### src/rtl/rtc_capture_bank.sv
// rtc_capture_bank
// Captures one RTC transfer sequence per vertical blank into a shadow bank.
// Each captured byte is converted to two ASCII digits. The shadow bank is
// copied into the display bank in a single commit cycle, so the display
// never shows a half-updated set of fields.
//
// Ports:
//   clk, reset        - clock and asynchronous active-high reset
//   vblank            - display is outside the visible area
//   seq_start         - one-cycle pulse that starts an RTC sequence
//   data_in/data_valid- RTC data beat and its qualifier
//   rd_idx            - display-side field index
//   rd_tens/rd_units  - registered ASCII digits of field rd_idx
//   busy              - FSM is not idle
//   done / abort      - one-cycle pulses: bank committed / sequence discarded
//   fmt_err           - sticky flag for an unconvertible captured byte
module rtc_capture_bank #(
  parameter int NFIELDS = 11,
  parameter int SKIP    = 4,
  parameter bit BCD_IN  = 1'b0
) (
  input  logic       clk,
  input  logic       reset,
  input  logic       vblank,
  input  logic       seq_start,
  input  logic [7:0] data_in,
  input  logic       data_valid,
  input  logic [3:0] rd_idx,
  output logic [6:0] rd_tens,
  output logic [6:0] rd_units,
  output logic       busy,
  output logic       done,
  output logic       abort,
  output logic       fmt_err
);

  typedef enum logic [1:0] {
    ST_IDLE    = 2'd0,
    ST_SKIP    = 2'd1,
    ST_CAPTURE = 2'd2,
    ST_COMMIT  = 2'd3
  } state_t;

  localparam logic [3:0] SKIP_LAST  = 4'(SKIP - 1);
  localparam logic [3:0] FIELD_LAST = 4'(NFIELDS - 1);
  localparam logic [4:0] NF_LIMIT   = 5'(NFIELDS);

  // Returns {err, tens, units}; unconvertible bytes become '?','?'.
  function automatic logic [14:0] convert_byte(input logic [7:0] v, input logic bcd);
    logic [14:0] res;
    res = {1'b1, 7'h3F, 7'h3F};
    if (bcd) begin
      if ((v[7:4] <= 4'd9) && (v[3:0] <= 4'd9)) begin
        res = {1'b0, 7'h30 + {3'd0, v[7:4]}, 7'h30 + {3'd0, v[3:0]}};
      end
    end else begin
      if (v <= 8'd99) begin
        res = {1'b0, 7'h30 + 7'(v / 8'd10), 7'h30 + 7'(v % 8'd10)};
      end
    end
    return res;
  endfunction

  state_t      state_r;
  logic        armed_r;
  logic [3:0]  beat_cnt_r;
  logic [3:0]  field_idx_r;
  logic        seq_err_r;
  logic        busy_r;
  logic        done_r;
  logic        abort_r;
  logic        fmt_err_r;
  logic [6:0]  shadow_tens_r  [16];
  logic [6:0]  shadow_units_r [16];
  logic [6:0]  disp_tens_r    [16];
  logic [6:0]  disp_units_r   [16];
  logic [6:0]  rd_tens_r;
  logic [6:0]  rd_units_r;
  logic [14:0] conv_s;
  logic        conv_err_s;

  assign conv_s     = convert_byte(data_in, BCD_IN);
  assign conv_err_s = conv_s[14];

  // Sequence FSM, shadow capture, bank commit and status flags.
  always_ff @(posedge clk or posedge reset) begin
    if (reset) begin
      state_r     <= ST_IDLE;
      armed_r     <= 1'b1;
      beat_cnt_r  <= 4'd0;
      field_idx_r <= 4'd0;
      seq_err_r   <= 1'b0;
      busy_r      <= 1'b0;
      done_r      <= 1'b0;
      abort_r     <= 1'b0;
      fmt_err_r   <= 1'b0;
      for (int i = 0; i < 16; i++) begin
        shadow_tens_r[i]  <= 7'h30;
        shadow_units_r[i] <= 7'h30;
        disp_tens_r[i]    <= 7'h30;
        disp_units_r[i]   <= 7'h30;
      end
    end else begin
      done_r  <= 1'b0;
      abort_r <= 1'b0;
      // One sequence per blank: re-arm only once the visible area is reached.
      if (state_r == ST_COMMIT) begin
        armed_r <= 1'b0;
      end else if (!vblank) begin
        armed_r <= 1'b1;
      end
      case (state_r)
        ST_IDLE: begin
          if (seq_start && vblank && armed_r) begin
            beat_cnt_r  <= 4'd0;
            field_idx_r <= 4'd0;
            seq_err_r   <= 1'b0;
            busy_r      <= 1'b1;
            state_r     <= (SKIP == 0) ? ST_CAPTURE : ST_SKIP;
          end
        end
        ST_SKIP: begin
          if (!vblank) begin
            state_r <= ST_IDLE;
            busy_r  <= 1'b0;
            abort_r <= 1'b1;
          end else if (data_valid) begin
            if (beat_cnt_r == SKIP_LAST) begin
              state_r <= ST_CAPTURE;
            end
            beat_cnt_r <= beat_cnt_r + 4'd1;
          end
        end
        ST_CAPTURE: begin
          // A vblank fall wins over a simultaneous final beat.
          if (!vblank) begin
            state_r <= ST_IDLE;
            busy_r  <= 1'b0;
            abort_r <= 1'b1;
          end else if (data_valid) begin
            shadow_tens_r[field_idx_r]  <= conv_s[13:7];
            shadow_units_r[field_idx_r] <= conv_s[6:0];
            if (conv_err_s) begin
              fmt_err_r <= 1'b1;
              seq_err_r <= 1'b1;
            end
            if (field_idx_r == FIELD_LAST) begin
              state_r <= ST_COMMIT;
              done_r  <= 1'b1;
              // done and the cleared flag appear together for a clean sequence.
              if (!(seq_err_r || conv_err_s)) begin
                fmt_err_r <= 1'b0;
              end
            end else begin
              field_idx_r <= field_idx_r + 4'd1;
            end
          end
        end
        ST_COMMIT: begin
          for (int i = 0; i < NFIELDS; i++) begin
            disp_tens_r[i]  <= shadow_tens_r[i];
            disp_units_r[i] <= shadow_units_r[i];
          end
          state_r <= ST_IDLE;
          busy_r  <= 1'b0;
        end
        default: begin
          state_r <= ST_IDLE;
          busy_r  <= 1'b0;
        end
      endcase
    end
  end

  // Registered display read port; indices past the last field read as spaces.
  always_ff @(posedge clk or posedge reset) begin
    if (reset) begin
      rd_tens_r  <= 7'h30;
      rd_units_r <= 7'h30;
    end else if ({1'b0, rd_idx} >= NF_LIMIT) begin
      rd_tens_r  <= 7'h20;
      rd_units_r <= 7'h20;
    end else begin
      rd_tens_r  <= disp_tens_r[rd_idx];
      rd_units_r <= disp_units_r[rd_idx];
    end
  end

  assign rd_tens  = rd_tens_r;
  assign rd_units = rd_units_r;
  assign busy     = busy_r;
  assign done     = done_r;
  assign abort    = abort_r;
  assign fmt_err  = fmt_err_r;

endmodule

### config.mk
export PLATFORM = sky130hd
export DESIGN_NAME = rtc_capture_bank
export DESIGN_NICKNAME = d
export VERILOG_FILES = /design/src/rtl/rtc_capture_bank.sv
export SDC_FILE = /design/constraint.sdc
export NUM_CORES = 1
export LEC_CHECK = 0
export BUFFER_PORTS_ARGS = -buffer_cell sky130_fd_sc_hd__buf_2
export CORE_MARGIN = 1
export CORE_UTILIZATION = 50
export DETAILED_ROUTE_END_ITERATION = 12
export PLACE_DENSITY = 0.67
export SYNTH_ARGS = -nofsm -noshare
export SYNTH_HDL_FRONTEND = slang
export SYNTH_SLANG_ARGS = --single-unit
### constraint.sdc
create_clock -name clk -period 10.75 [get_ports clk]
set_input_delay 1.6125 -clock clk [delete_from_list [all_inputs] [get_ports clk]]
set_output_delay 1.6125 -clock clk [all_outputs]
set_load 0.01 [all_outputs]
### Word-level counts from Yosys, hierarchy flattened

Cells that the tools add are included.

| operators by class | value |
|---|---|
| add/subtract/negate cells | 4 |
| div/mod/pow operators | 2 |
| $lt $le $gt $ge | 5 |
| eq/ne operators | 18 |
| multiplexer cells | 48 |
| bitwise operators | 2 |
| reductions and logical operators | 14 |

Operators with widths:

| cell | number |
|---|---|
| 112-bit bitwise mux | 2 |
| 7-bit binary-select mux with 4-bit select | 2 |
| 7-bit two-way mux | 7 |
| 7-bit demux with 4-bit select | 1 |
| 4-bit two-way mux | 6 |
| 1-bit two-way mux | 17 |
| 2-bit inequality test, second input constant | 8 |
| 4-bit one-hot mux with 2 select lines | 2 |
| 15-bit two-way mux | 1 |
| 5-bit AND reduction | 3 |
| 6-bit by 7-bit adder with 7-bit output, first input constant | 2 |
| 2-bit two-way mux | 7 |
| 3-bit inequality test, second input constant | 4 |
| 5-bit greater-or-equal comparator, second input constant | 2 |
| 4-bit inverter with 5-bit output | 2 |
| 4-bit by 1-bit adder with 4-bit output, second input constant | 2 |
| 8-bit by 4-bit divider with 8-bit output, second input constant | 1 |
| 8-bit by 7-bit <= comparator with 1-bit output, second input constant | 1 |
| 8-bit by 4-bit modulo with 8-bit output, second input constant | 1 |
| 2-bit one-hot mux with 4 select lines | 1 |
| 5-bit by 1-bit less-than comparator with 1-bit output, second input constant | 1 |
| 2-bit equality test, second input constant | 2 |
| 4-bit by 2-bit equality test with 1-bit output, second input constant | 1 |
| 4-bit equality test, second input constant | 1 |
| 13 further kinds | 16 |

| storage, ports and cells | value |
|---|---|
| register bits | 408 |
| input port bits | 17 |
| output and inout bits | 18 |
| word-level logic and storage cells | 158 |

### Longest topological paths before layout

| logic depth | value |
|---|---|
| word-level depth | 7 |
| depth in mapped cells | 9 |
| mapped depth without buffers | 7 |

### Worst setup path after synthesis

Ideal clock, no wire load.

| path | value |
|---|---|
| kind | input port to flip-flop |
| start | in data_in[3] |
| end | reg shadow_units_r[38] (netlist bit) |
| library setup time | 127 ps |
| arrival time | 3306 ps |
| data required time | 10623 ps |
| setup slack | 7317 ps |
| cell stages on the path | 8 |
| path buffers | 2 |
| cell sequence | buf_2 > nor4bb_1 > a311o_1 > o32a_1 > or3_1 > mux2i_1 > buf_4 > mux2_1 |

| on the way | value |
|---|---|
| cells in the longest elaborated chain, start to end | 4 |
| elaborated cells on any way between the ends | 5 |
| classes of those cells | 1 x add/sub; 1 x div; 1 x order compare; 2 x mux |

Ends and longest elaborated chain:

| what | line | source |
|---|---|---|
| start: declaration | 26 | `input logic [7:0] data_in,` |
| 8-bit by 4-bit modulo with 8-bit output | 58 | `res = {1'b0, 7'h30 + 7'(v / 8'd10), 7'h30 + 7'(v % 8'd10)};` |
| 6-bit by 7-bit adder with 7-bit output | 58 |  |
| 15-bit two-way mux (*) | 57 | `if (v <= 8'd99) begin` |
| 112-bit bitwise mux (*) | 142 | `shadow_units_r[field_idx_r] <= conv_s[6:0];` |
| end signal: indexed assignment | 142 |  |
| end: declaration | 74 | `logic [6:0] shadow_units_r [16];` |

Mark *: on every way between the ends. The rest lies on a longest branch, timed or not.
A chain may end at the register's enable or synchronous reset.

### Final worst setup path

| path | value |
|---|---|
| start | in data_in[2] |
| end | reg shadow_units_r[44] (netlist bit) |

The elaborated chain is that of the path after synthesis.

==> out/summary.txt <==
status = finished with violations
failing checks = design-rule violations
ant diodes = 0
RR Startpoint = state_r[0]
total power = 2.86 mW
startpoint types = primary input
final setup margin = 7.05 ns
post-layout min period = 3.70 ns
Commonest cells post-synth = dfrtp_1 (245), mux2_2 (161), nand2_1 (112), o21ai_0 (85), dfstp_2 (71)
static leakage = 6.98 nW
fin crit share = 34.4%
IO Port Bufs = 34
Tightest Hold Check Type = flop to flop
Post-synth EDFFs = 0
Synth top area share = 45.6%
dpl hpwl = 15,700 um
Pre-antenna DRT Iters = 9
Reg clk slew, reported paths = 0.06 ns
GR Util All Layers = 21.1%
cells along the critical path = buf_2 > nor2b_1 > xnor2_1 > o211ai_1 > a211o_1 > a41oi_1 > mux2_2
worst vdd ir = 0.182 mV
Fmax = 0.270 GHz
antenna violations before repair = 0
Final Hold Vio Count = 0
area grow syn2layout = 10.9%
die footprint = 27,500 um2
slew at the pin closest to its max-slew limit = 1.13 ns
synthesized cell area = 13,400 um2
R2R depth = 6
CTS Sinks = 316
critical path capture point type = flop
top cells by area, synth = dfrtp_1 (46%), dfstp_2 (14%), mux2_2 (13%)
Nets = 1,078
# rows = 59
Max Slew Vio Count = 0
clock skew = 0.0252 ns
die extent in x = 166 um
post-synthesis register bit count = 316
setup violators final = 0
first-pass GRT wire length = 45,400 um
Crit path arrival time = 4.14 ns
detailed-route via count = 7,887
Pwr per Cell Area = 192 nW/um2
Iteration-0 DRC Markers = 533
post-synth top area cell = dfrtp_1
DR WL/cell = 19.5 um
CTS tree = done
post-CTS sizing = 0
Setup Crit Path Kind = primary input to flop
Mean Syn Cell Area = 12.8 um2
I/O pins = 35
grt total ovfl = 0
Seq/Total Area, Yosys = 59.5%
CTS Buf Count = 34
die extent in y = 166 um
crit path to = shadow_units_r[44]
# Max-Cap Violations = 0
Final ANT Viol Nets = 0
flop-to-flop setup slack = 7.84 ns
largest net degree at the start of global routing = 110
Max-slew headroom = 24.9%
root buf cell = clkbuf_16
Core Region = 26,200 um2
Async SR Flop Fraction = 100%
via/cell ratio = 5.59
H-tree Lvls = 2
critical path fanouts, max = 15
Worst path max stage delay = 0.77 ns
worst-case clock buffer depth = 3
WP data required = 11.19 ns
ratio of cells with drive above 1 in the final layout = 33.7%
starting density of the core = 51.3%
Setup Buffers After CTS = 0
Setup crit start = data_in[2]
Finished Core Util = 56.8%
Post-CTS Hold Buffers = 0
vias in the first global route = 8,143
Placement Setup Slack = 6.55 ns
cell count after synthesis = 1,048
most used standard cell by instance count after synthesis = dfrtp_1
final wirelength = 27,500 um
post-synth cell types = 59
setup TNS = 0 ns
DRC violation count after routing = 3
Syn. warnings = 70
Slowest cell on crit path = a41oi_1
Worst R2R End = shadow_units_r[66]
most common flop cell mapped by yosys = dfrtp_1
RSZ-0062 raised after global routing = no
gpl congestion = 0.795
worst skew pair latency = 0.53 ns
[state kept, by name (all words and copies together) (netlist names), 2 cells and up]
register        cells
rd_tens             7
disp_tens_r        66
field_idx_r         4
rd_units            7
beat_cnt_r          4
state_r             2
shadow_tens_r      66
shadow_units_r     77
disp_units_r       77
[layout by cell type, fill, tap and decap left out, types with 11 or more instances in the layout]
cell type	instances
o21ai_0	85
inv_1	15
o22ai_1	11
mux2_2	161
o21ai_1	12
clkbuf_16	35
nor2_1	22
a21oi_1	29
dfrtp_1	245
and2_1	13
mux2i_1	28
nor2b_1	11
nand2_1	112
dfstp_2	71
mux4_2	26
nand3_1	14
nand2b_1	29
buf_2	34
[worst min-delay path by stage]
| stage | from | end | slack [ns] | depth (start not counted) |
|---|---|---|---|---|
| 5_1_grt | shadow_tens_r[55] | shadow_tens_r[55] | 0.49 | 1 |
| 4_1_cts | beat_cnt_r[3] | beat_cnt_r[3] | 0.48 | 1 |
| 3_3_place_gp | shadow_units_r[36] | shadow_units_r[36] | 0.45 | 2 |
| 6_report | shadow_tens_r[43] | shadow_tens_r[43] | 0.47 | 2 |
| 3_5_place_dp | beat_cnt_r[3] | beat_cnt_r[3] | 0.46 | 1 |
| 2_1_floorplan | beat_cnt_r[3] | beat_cnt_r[3] | 0.44 | 1 |
[kinds of logic after synthesis]
kind of cell,count (synthesis),share of synthesized area [%]
AND/OR/NAND/NOR,230,8.34
adder cells (fa/ha/maj),10,0.931
AO/OA/AOI/OAI,175,7.71
other,1,0.0279
multiplexers,219,20.3
buffers and inverters,92,2.87
XOR/XNOR,5,0.326
flip-flops,316,59.5
[stage by stage]
stage / std cells / hold WS, ns / area (um2)
after floorplan: 1049 / 0.437 / 13400
after global placement: 1350 / 0.454 / 13800
after detailed placement: 1350 / 0.461 / 13800
after CTS: 1412 / 0.475 / 14900
after global routing: 1412 / 0.490 / 14900
final: 1412 / 0.474 / 14900
[power by group]
group	total, mW	internal, mW	switching (mW)
Combinational	0.378	0.164	0.214
Clock	1.13	0.672	0.463
Sequential	1.35	1.30	0.0499
[worst max-delay path, delay by kind of cell]
family                    cells  cell delay [ns]
AOI/OAI and AO/OA             3             1.32
xor gates and xnor gates      1             0.20
buffers and inverters         1             0.22
muxes                         1             0.31
and+or+nand+nor               1             0.47
[final cells by class]
| class | instances | area (um2) |
|---|---|---|
| fillers | 2150 | 11300 |
| flip-flops and latches | 316 | 8000 |
| multi-input cells | 641 | 5070 |
| clock buffers | 54 | 1050 |
| well taps | 335 | 419 |
| repair buffers | 42 | 230 |
| inverters | 16 | 67.6 |
| clock inverters | 8 | 62.6 |
[metal layers]
metal  track usage, %  vias up  share of wire (%)
li1                 -     3690                  -
met1             30.6     4023                 48
met2             32.9      130                 47
met3             3.05       44                3.2
met4             7.03        0                2.2
met5                0        -                  0
Note: power is estimated with default switching activity, not from simulation.
